--- src/rtl/transport_receive.sv ---
// rtl/transport_receive.sv - receive-side transport layer: packet parser, control register, audio FWFT FIFO

module transport_receive #(
  parameter int         PACKET_BYTES = 16,
  parameter int         AUDIO_DEPTH  = 16,
  parameter logic [7:0] HDR_CTRL     = 8'h40,
  parameter logic [7:0] HDR_AUDIO    = 8'h80
) (
  input  logic                           clk,
  input  logic                           reset,
  input  logic                           rxFrame,
  input  logic                           rxValid,
  input  logic [7:0]                     rxByte,
  output logic [15:0]                    ctrlData,
  output logic                           ctrlValid,
  input  logic                           ctrlAck,
  output logic [15:0]                    audioData,
  output logic                           audioEmpty,
  input  logic                           audioRead,
  output logic [$clog2(AUDIO_DEPTH):0]   audioCount,
  output logic                           busy,
  output logic                           badHeader,
  output logic                           runt,
  output logic                           ctrlOverrun,
  output logic                           audioOverflow
);

  // Byte counter must be able to hold PACKET_BYTES itself.
  localparam int CW = $clog2(PACKET_BYTES + 1);
  localparam int AW = $clog2(AUDIO_DEPTH);
  localparam int NW = AW + 1;

  localparam logic [CW-1:0] PKT_LEN     = CW'(PACKET_BYTES);
  // A sample may start only if its low byte still fits: accepted byte count
  // after the low byte must leave at least two bytes for another sample.
  localparam logic [CW-1:0] LAST_PAIR   = CW'(PACKET_BYTES - 2);
  localparam logic [NW-1:0] FIFO_FULL   = NW'(AUDIO_DEPTH);

  typedef enum logic [2:0] {
    IDLE    = 3'd0,
    CTRL_HI = 3'd1,
    CTRL_LO = 3'd2,
    AUD_HI  = 3'd3,
    AUD_LO  = 3'd4,
    DRAIN   = 3'd5
  } state_t;

  state_t          state_q, state_d;
  logic [CW-1:0]   cnt_q, cnt_d;
  logic [CW-1:0]   cnt_inc;
  logic [7:0]      hi_q, hi_d;

  // Parser events, combinational, consumed by the register/FIFO blocks below.
  logic            ctrl_wr;
  logic            sample_push;
  logic            bad_hdr_ev;
  logic            runt_ev;
  logic [15:0]     rx_word;

  logic            bad_hdr_q;
  logic            runt_q;

  logic [15:0]     ctrl_data_q;
  logic            ctrl_valid_q;
  logic            ctrl_ovr_q;

  logic [15:0]     mem_q [AUDIO_DEPTH];
  logic [AW-1:0]   wr_ptr_q, rd_ptr_q;
  logic [NW-1:0]   count_q, count_d;
  logic            fifo_empty;
  logic            fifo_full;
  logic            do_read;
  logic            do_write;
  logic            ovf_ev;
  logic            ovf_q;

  assign rx_word = {hi_q, rxByte};

  // ---------------------------------------------------------------------------
  // Packet parser
  // ---------------------------------------------------------------------------

  // State, byte counter and held high byte.
  always_ff @(posedge clk) begin
    if (reset) begin
      state_q <= IDLE;
      cnt_q   <= '0;
      hi_q    <= '0;
    end else begin
      state_q <= state_d;
      cnt_q   <= cnt_d;
      hi_q    <= hi_d;
    end
  end

  // Next-state decode: header dispatch, field extraction, runt and packet end.
  always_comb begin
    state_d     = state_q;
    cnt_d       = cnt_q;
    hi_d        = hi_q;
    cnt_inc     = cnt_q + 1'b1;
    ctrl_wr     = 1'b0;
    sample_push = 1'b0;
    bad_hdr_ev  = 1'b0;
    runt_ev     = 1'b0;

    if (!rxFrame) begin
      // Frame dropped: anything half-parsed is abandoned.
      if (state_q != IDLE) begin
        runt_ev = 1'b1;
      end
      state_d = IDLE;
      cnt_d   = '0;
    end else if (rxValid) begin
      case (state_q)
        IDLE: begin
          if (rxByte == HDR_CTRL) begin
            state_d = CTRL_HI;
          end else if (rxByte == HDR_AUDIO) begin
            state_d = AUD_HI;
          end else begin
            bad_hdr_ev = 1'b1;
            state_d    = DRAIN;
          end
        end
        CTRL_HI: begin
          hi_d    = rxByte;
          state_d = CTRL_LO;
        end
        CTRL_LO: begin
          ctrl_wr = 1'b1;
          state_d = DRAIN;
        end
        AUD_HI: begin
          hi_d    = rxByte;
          state_d = AUD_LO;
        end
        AUD_LO: begin
          sample_push = 1'b1;
          state_d     = (cnt_inc <= LAST_PAIR) ? AUD_HI : DRAIN;
        end
        DRAIN: begin
          state_d = DRAIN;
        end
        default: begin
          state_d = IDLE;
        end
      endcase

      // The byte that completes the packet always returns to IDLE.
      if (cnt_inc == PKT_LEN) begin
        state_d = IDLE;
        cnt_d   = '0;
      end else begin
        cnt_d = cnt_inc;
      end
    end
  end

  // Registered error pulses from the parser.
  always_ff @(posedge clk) begin
    if (reset) begin
      bad_hdr_q <= 1'b0;
      runt_q    <= 1'b0;
    end else begin
      bad_hdr_q <= bad_hdr_ev;
      runt_q    <= runt_ev;
    end
  end

  // ---------------------------------------------------------------------------
  // Control word register
  // ---------------------------------------------------------------------------

  // Latch control words; a new word beats a simultaneous ack.
  always_ff @(posedge clk) begin
    if (reset) begin
      ctrl_data_q  <= '0;
      ctrl_valid_q <= 1'b0;
      ctrl_ovr_q   <= 1'b0;
    end else begin
      ctrl_ovr_q <= ctrl_wr && ctrl_valid_q && !ctrlAck;
      if (ctrl_wr) begin
        ctrl_data_q  <= rx_word;
        ctrl_valid_q <= 1'b1;
      end else if (ctrlAck) begin
        ctrl_valid_q <= 1'b0;
      end
    end
  end

  // ---------------------------------------------------------------------------
  // Audio FIFO (first-word-fall-through)
  // ---------------------------------------------------------------------------

  assign fifo_empty = (count_q == '0);
  assign fifo_full  = (count_q == FIFO_FULL);
  assign do_read    = audioRead && !fifo_empty;
  // A full FIFO still accepts a sample when the head is popped in the same cycle.
  assign do_write   = sample_push && (!fifo_full || do_read);
  assign ovf_ev     = sample_push && fifo_full && !do_read;

  // Occupancy update from the accepted push/pop pair.
  always_comb begin
    count_d = count_q;
    if (do_write && !do_read) begin
      count_d = count_q + 1'b1;
    end else if (do_read && !do_write) begin
      count_d = count_q - 1'b1;
    end
  end

  // Pointers, occupancy and overflow pulse; pointers wrap naturally at AUDIO_DEPTH.
  always_ff @(posedge clk) begin
    if (reset) begin
      wr_ptr_q <= '0;
      rd_ptr_q <= '0;
      count_q  <= '0;
      ovf_q    <= 1'b0;
    end else begin
      count_q <= count_d;
      ovf_q   <= ovf_ev;
      if (do_write) begin
        wr_ptr_q <= wr_ptr_q + 1'b1;
      end
      if (do_read) begin
        rd_ptr_q <= rd_ptr_q + 1'b1;
      end
    end
  end

  // Sample storage; contents are qualified by the occupancy, so no reset.
  always_ff @(posedge clk) begin
    if (do_write) begin
      mem_q[wr_ptr_q] <= rx_word;
    end
  end

  // ---------------------------------------------------------------------------
  // Outputs
  // ---------------------------------------------------------------------------

  assign ctrlData      = ctrl_data_q;
  assign ctrlValid     = ctrl_valid_q;
  // Head word is forced to zero while empty so stale storage never leaks out.
  assign audioData     = fifo_empty ? 16'h0000 : mem_q[rd_ptr_q];
  assign audioEmpty    = fifo_empty;
  assign audioCount    = count_q;
  assign busy          = (state_q != IDLE);
  assign badHeader     = bad_hdr_q;
  assign runt          = runt_q;
  assign ctrlOverrun   = ctrl_ovr_q;
  assign audioOverflow = ovf_q;

endmodule

--- config.mk ---
export PLATFORM = sky130hd
export DESIGN_NAME = transport_receive
export DESIGN_NICKNAME = d
export VERILOG_FILES = /design/src/rtl/transport_receive.sv
export SDC_FILE = /design/constraint.sdc
export NUM_CORES = 1
export LEC_CHECK = 0
export ABC_CLOCK_PERIOD_IN_PS = 5700
export CELL_PAD_IN_SITES_DETAIL_PLACEMENT = 0
export CELL_PAD_IN_SITES_GLOBAL_PLACEMENT = 1
export CORE_ASPECT_RATIO = 1.2
export CORE_MARGIN = 2
export CORE_UTILIZATION = 55
export CTS_CLUSTER_DIAMETER = 150
export DETAILED_ROUTE_END_ITERATION = 12
export DONT_BUFFER_PORTS = 1
export PLACE_DENSITY = 0.88
export SLEW_MARGIN = 10
export SYNTH_ARGS = -nofsm -noshare
export SYNTH_HDL_FRONTEND = slang
export SYNTH_SLANG_ARGS = --single-unit
--- constraint.sdc ---
create_clock -name clk -period 5.7 [get_ports clk]
set_input_delay 0.57 -clock clk [delete_from_list [all_inputs] [get_ports clk]]
set_output_delay 0.57 -clock clk [all_outputs]
set_load 0.005 [all_outputs]
Word level (Yosys, flattened, before mapping):

Memories as Yosys holds them, arrays and structs flattened. A register that Yosys moved wholly into a read port is not among the register bits.
Index checks and enable logic that the tools add are counted.
Widths: inputs -> output; s select.

* reduce and logical (&&, ||, !) cells: 25
* multiply operators: 0
* shifts and indexed selects: 0
* mux-type cells: 23
* bitwise logic cells: 3
* magnitude comparators: 1
* add/sub/neg operators: 5
* div/mod/pow operators: 0
* equal/unequal tests: 9

Operator list (number)
* $mux 16: 1
* $mux 5: 3
* $pmux 3 s5: 1
* $mux 1: 12
* $mux 3: 4
* $add 5x1->5 const B: 2
* $eq 5x5->1 const B: 2
* $add 4x1->4 const B: 2
* $eq 8x7->1 const B: 1
* $eq 8x8->1 const B: 1
* $logic_and 1x1->1: 8
* $mux 4: 2
* $reduce_or 2->1: 4
* $eq 3x2->1 const B: 2
* $eq 3x3->1 const B: 2
* $le 5x4->1 const B: 1
* $logic_not 1->1: 5
* $logic_not 5->1: 1
* $reduce_or 5->1: 1
* $sub 5x1->5 const B: 1
* $reduce_bool 2->1: 2
* $eq 3x1->1 const B: 1
* $logic_not 3->1: 1
* $not 1->1: 3
* other kinds (3): 3

* input bits: 14
* bits in registers: 50
* latch bits: 0
* logic and storage cells: 79
* RAM bits: 256
* memories kept: 1
* ROM bits: 0

Memory list
* mem_q: depth 16, width 16, read ports 1, clocked after memory_dff 1, wr ports 1, RTL line 67 `logic [15:0] mem_q [AUDIO_DEPTH];`

Longest topological paths before layout:

* word-level depth: 9
* mapped depth: 11
* mapped depth without buffers: 11

Worst setup path after synthesis:

Ideal clock, no wire load.

* path kind: register to register
* from: reg state_q[0]
* to: mem mem_q[0][0] (enable)
* path slack: 2755 ps
* cell stages (with the launch flop): 6
* required time: 5291 ps
* arrival: 2536 ps
* buffers on the path: 1
* setup time: 409 ps
* cells stage by stage: dfxtp_1 > buf_2 > or3b_4 > a311oi_4 > nand2_1 > nor3_1

* longest elaborated chain between the ends: 7

Ends and longest elaborated chain
* from (decl): RTL line 48 `state_t state_q, state_d;`
* from (signal assigned): RTL line 90 `state_q <= state_d;`
* $eq 3x3->1: RTL line 115 `case (state_q)`
* $mux 1: RTL line 115
* $mux 1: RTL line 114 `end else if (rxValid) begin`
* $mux 1: RTL line 107 `if (!rxFrame) begin`
* $logic_and 1x1->1: RTL line 200 `assign do_write = sample_push && (!fifo_full || do_read);`
* net do_write: RTL line 73 `logic do_write;`
* $mux 1: RTL line 234 `if (do_write) begin`
* $mux 1 (not written as such): RTL line 235 `mem_q[wr_ptr_q] <= rx_word;`
* to (decl): RTL line 67

The timed path passes the listed nets, and every way through them passes these cells.

==> flow_metrics.py <==
metrics = {
    "worst_setup_path": {
        "start_kind": "flip-flop",
        "r2r_cells": 5,
        "crit_required_ps": 5130,
        "arrival_ps": 2950,
        "cp_num_buf_inv": 1,
        "path_delay_family": "flip-flops",
        "r2r_end": "mem_q[10][10]",
        "ff2ff_setup_slack_ps": 2470,
        "critPathKind": "reg2out",
        "worstPathMaxFanout": 43,
        "path_cells": "buf_4 > mux4_2 > mux2i_1 > o22ai_1",
        "end_kind": "primary output",
        "r2r_start": "state_q[2]",
        "crit_slowest_cell": "dfxtp_4",
        "slowest_delay_ps": 950,
    },
    "layout": {
        "final_core_util_pct": 61.82,
        "n_antenna_cell": 0,
        "final_nets": 729,
        "area_growth_pct": 10.58,
        "drive_gt1_share_pct": 19.03,
        "fill_cells": 1483,
    },
    "timing": {
        "finalHoldViolCount": 0,
        "relSlewSlack_pct": 20.85,
        "tns_ps": 0,
        "tightest_slew_ps": 1183,
        "skew_ps": 11.68,
        "rsz0062_at_grt": "false",
        "fin_crit_ps": 3522,
        "drv_slew": 0,
        "finalSetupViolations": 0,
        "finalCritPeriodShare_pct": 61.79,
        "fmax_mhz": 283.9,
    },
    "global_route": {
        "grt_pass1_wl_mm": 38.62,
        "antenna_found_initial": 0,
        "grt-ovfl-total": 0,
        "grt_usage_pct": 21.91,
        "first_global_vias": 6678,
        "grt_max_degree": 65,
    },
    "floorplanning": {
        "start_util_pct": 55.90,
        "rows": 59,
        "die_y_um": 166.4,
        "die_area_um2": 23190,
        "io-pin-count": 58,
        "die_w_um": 139.4,
        "core-area_um2": 21630,
    },
    "clock_tree": {
        "numClockSinks": 310,
        "clkTransAtPathRegs_ps": 60,
        "root_buffer": "clkbuf_16",
        "worstSkewPairLatency_ps": 540,
        "cts_tree": "yes",
        "cts_max_level": 1,
        "post_cts_buffers": 0,
        "cts_resized": 0,
        "numCtsBuffers": 28,
        "postCtsHoldBufs": 0,
        "cts.path.max_buffers": 3,
    },
    "route": {
        "drc": 0,
        "num_vias": 6275,
        "dr.pass1.iters": 5,
        "wl_per_cell_um": 25.26,
        "drt-initial-drc-count": 653,
        "finalWirelength_mm": 25.24,
        "route.antenna.remaining_nets": 0,
        "avgViaCountPerCell": 6.281,
    },
    "power": {
        "peakVddDrop_mv": 0.2497,
        "powerDensity_nw_per_um2": 381.2,
        "p_leak_nw": 4.226,
    },
    "logic_synthesis": {
        "synthFlopType": "edfxtp_1",
        "synth_common_cells": "256 x edfxtp_1, 64 x mux4_2, 61 x nand2_1",
        "ys_top_cells_by_area": "edfxtp_1 64%, mux4_2 12%, dfxtp_1 8.9%",
        "netlist.area_leader.share_pct": 63.58,
        "synth_nets": 717,
        "ys_ff_latch": 310,
        "yosysTopAreaCell": "edfxtp_1",
        "ys_seq_area_share_pct": 72.52,
        "avgSynthCellArea_um2": 17.50,
        "synth_warnings": 0,
        "async_reset_ff_share_pct": 0,
        "synth_edf_count": 256,
        "yosysMostFrequentCell": "edfxtp_1",
        "syn-cell-area_um2": 12090,
        "yosysUniqueCellTypes": 44,
        "syn_inst": 691,
    },
    "flow_run": {
        "cap_violations": 0,
    },
    "run_status": {
        "status": "complete, no violations",
    },
    "worst_hold_path": {
        "timing.hold.worst_path_depth": 1,
        "hold_path_end": "ctrlData[2]",
        "hold_path.class": "in2reg",
        "min_from": "reset",
    },
    "place": {
        "gp_congestion": 0.8241,
        "hpwlAfterDp_mm": 15.05,
        "numPortBuffers": 0,
    },
}
[routing by layer]
metal / GRT usage (%) / vias to the layer above / share of wire, % / wire (um)
li1: - / 2740 / - / -
met1: 29.02 / 3234 / 39 / 9870
met2: 37.08 / 245 / 51 / 12860
met3: 3.968 / 56 / 7.2 / 1818
met4: 7.378 / 0 / 2.7 / 687
met5: 0 / - / 0 / 0
[kinds of logic (layout without fill, tap and decap cells)]
group,count (synthesis),count (layout),synth area share (%)
flip-flops,310,310,72.52
AND/OR/NAND/NOR,144,144,5.505
multiplexers,98,98,14.74
AO/OA/AOI/OAI,70,70,3.570
buffers and inverters,45,79,1.500
adder cells (fa/ha/maj),12,12,1.304
XOR/XNOR,12,12,0.8692
[state kept, by name, indices dropped and copies added (netlist names), named ones only]
| signal | flops |
|---|---|
| mem_q | 256 |
| ctrlData | 16 |
| hi_q | 8 |
| audioCount | 5 |
| cnt_q | 5 |
| rd_ptr_q | 4 |
| wr_ptr_q | 4 |
| state_q | 3 |
| audioOverflow | 1 |
| badHeader | 1 |
| ctrlOverrun | 1 |
| ctrlValid | 1 |
| runt | 1 |
[report_power, final]
group / total (mW) / internal (mW) / switching, mW
clock: 1.85 / 1.07 / 0.774
combinational: 0.687 / 0.349 / 0.338
sequential: 2.56 / 2.46 / 0.100
total: 5.10 / 3.89 / 1.21
[metrics by stage]
step	cell area [um2]	setup slack (ps)	hold slack, ps	total power [mW]	std cells
final	13370	2178	103.7	5.097	999
after global placement	12450	2654	462.5	3.290	947
after floorplan	12090	2755	452.7	3.147	691
after detailed placement	12450	2526	464.2	3.311	947
after global routing	13370	1949	87.61	5.274	999
after CTS	13370	2080	76.73	5.139	999
[area by class of cell]
cell class | count | area, um2 | area share (%)
clock inverter | 7 | 58.81 | 0.4398
multi-input combinational | 336 | 3162 | 23.65
sequential | 310 | 8775 | 65.63
tap | 274 | 342.8 | 2.564
inverter | 8 | 30.03 | 0.2246
clock buffer | 45 | 859.6 | 6.429
timing repair buffer | 19 | 142.6 | 1.067
[worst register-to-register path, stage by stage, from the launching register on]
cell	delay (ps)
dfxtp_1	530
or3b_4	450
a311oi_4	430
nand2_1	230
nor2_1	930
buf_4	360
[placed cells by master (no fill, tap or decap), drive strengths merged, types with 2 or more instances in the layout]
cell    count
edfxtp    256
clkbuf     45
dfxtp      54
a21oi      36
xnor2       5
buf        19
o211ai      2
mux2i      34
o21ai       5
nand2b      6
a311oi      2
nand3       6
nor2b       4
nor3b       4
nor2       36
a21o        2
and3        2
inv         8
o22ai      16
nand2      62
mux4       64
nor4        4
clkinv      6
ha         11
xor2        7
nor3        8
or3         3
nand4       4
[worst max path at each step]
stage                          start       endpoint  slack (ps)  cells after the start
after floorplan           state_q[0]    mem_q[0][0]        2760                      5
after global placement    state_q[2]  audioCount[4]        2650                     10
after detailed placement  state_q[2]   mem_q[10][9]        2530                      5
after CTS                  flip-flop   audioData[3]        2080                      4
after global routing       flip-flop   audioData[3]        1950                      4
final                      flip-flop  audioData[15]        2180                      4
No activity file was read; power rests on OpenSTA's default activity.
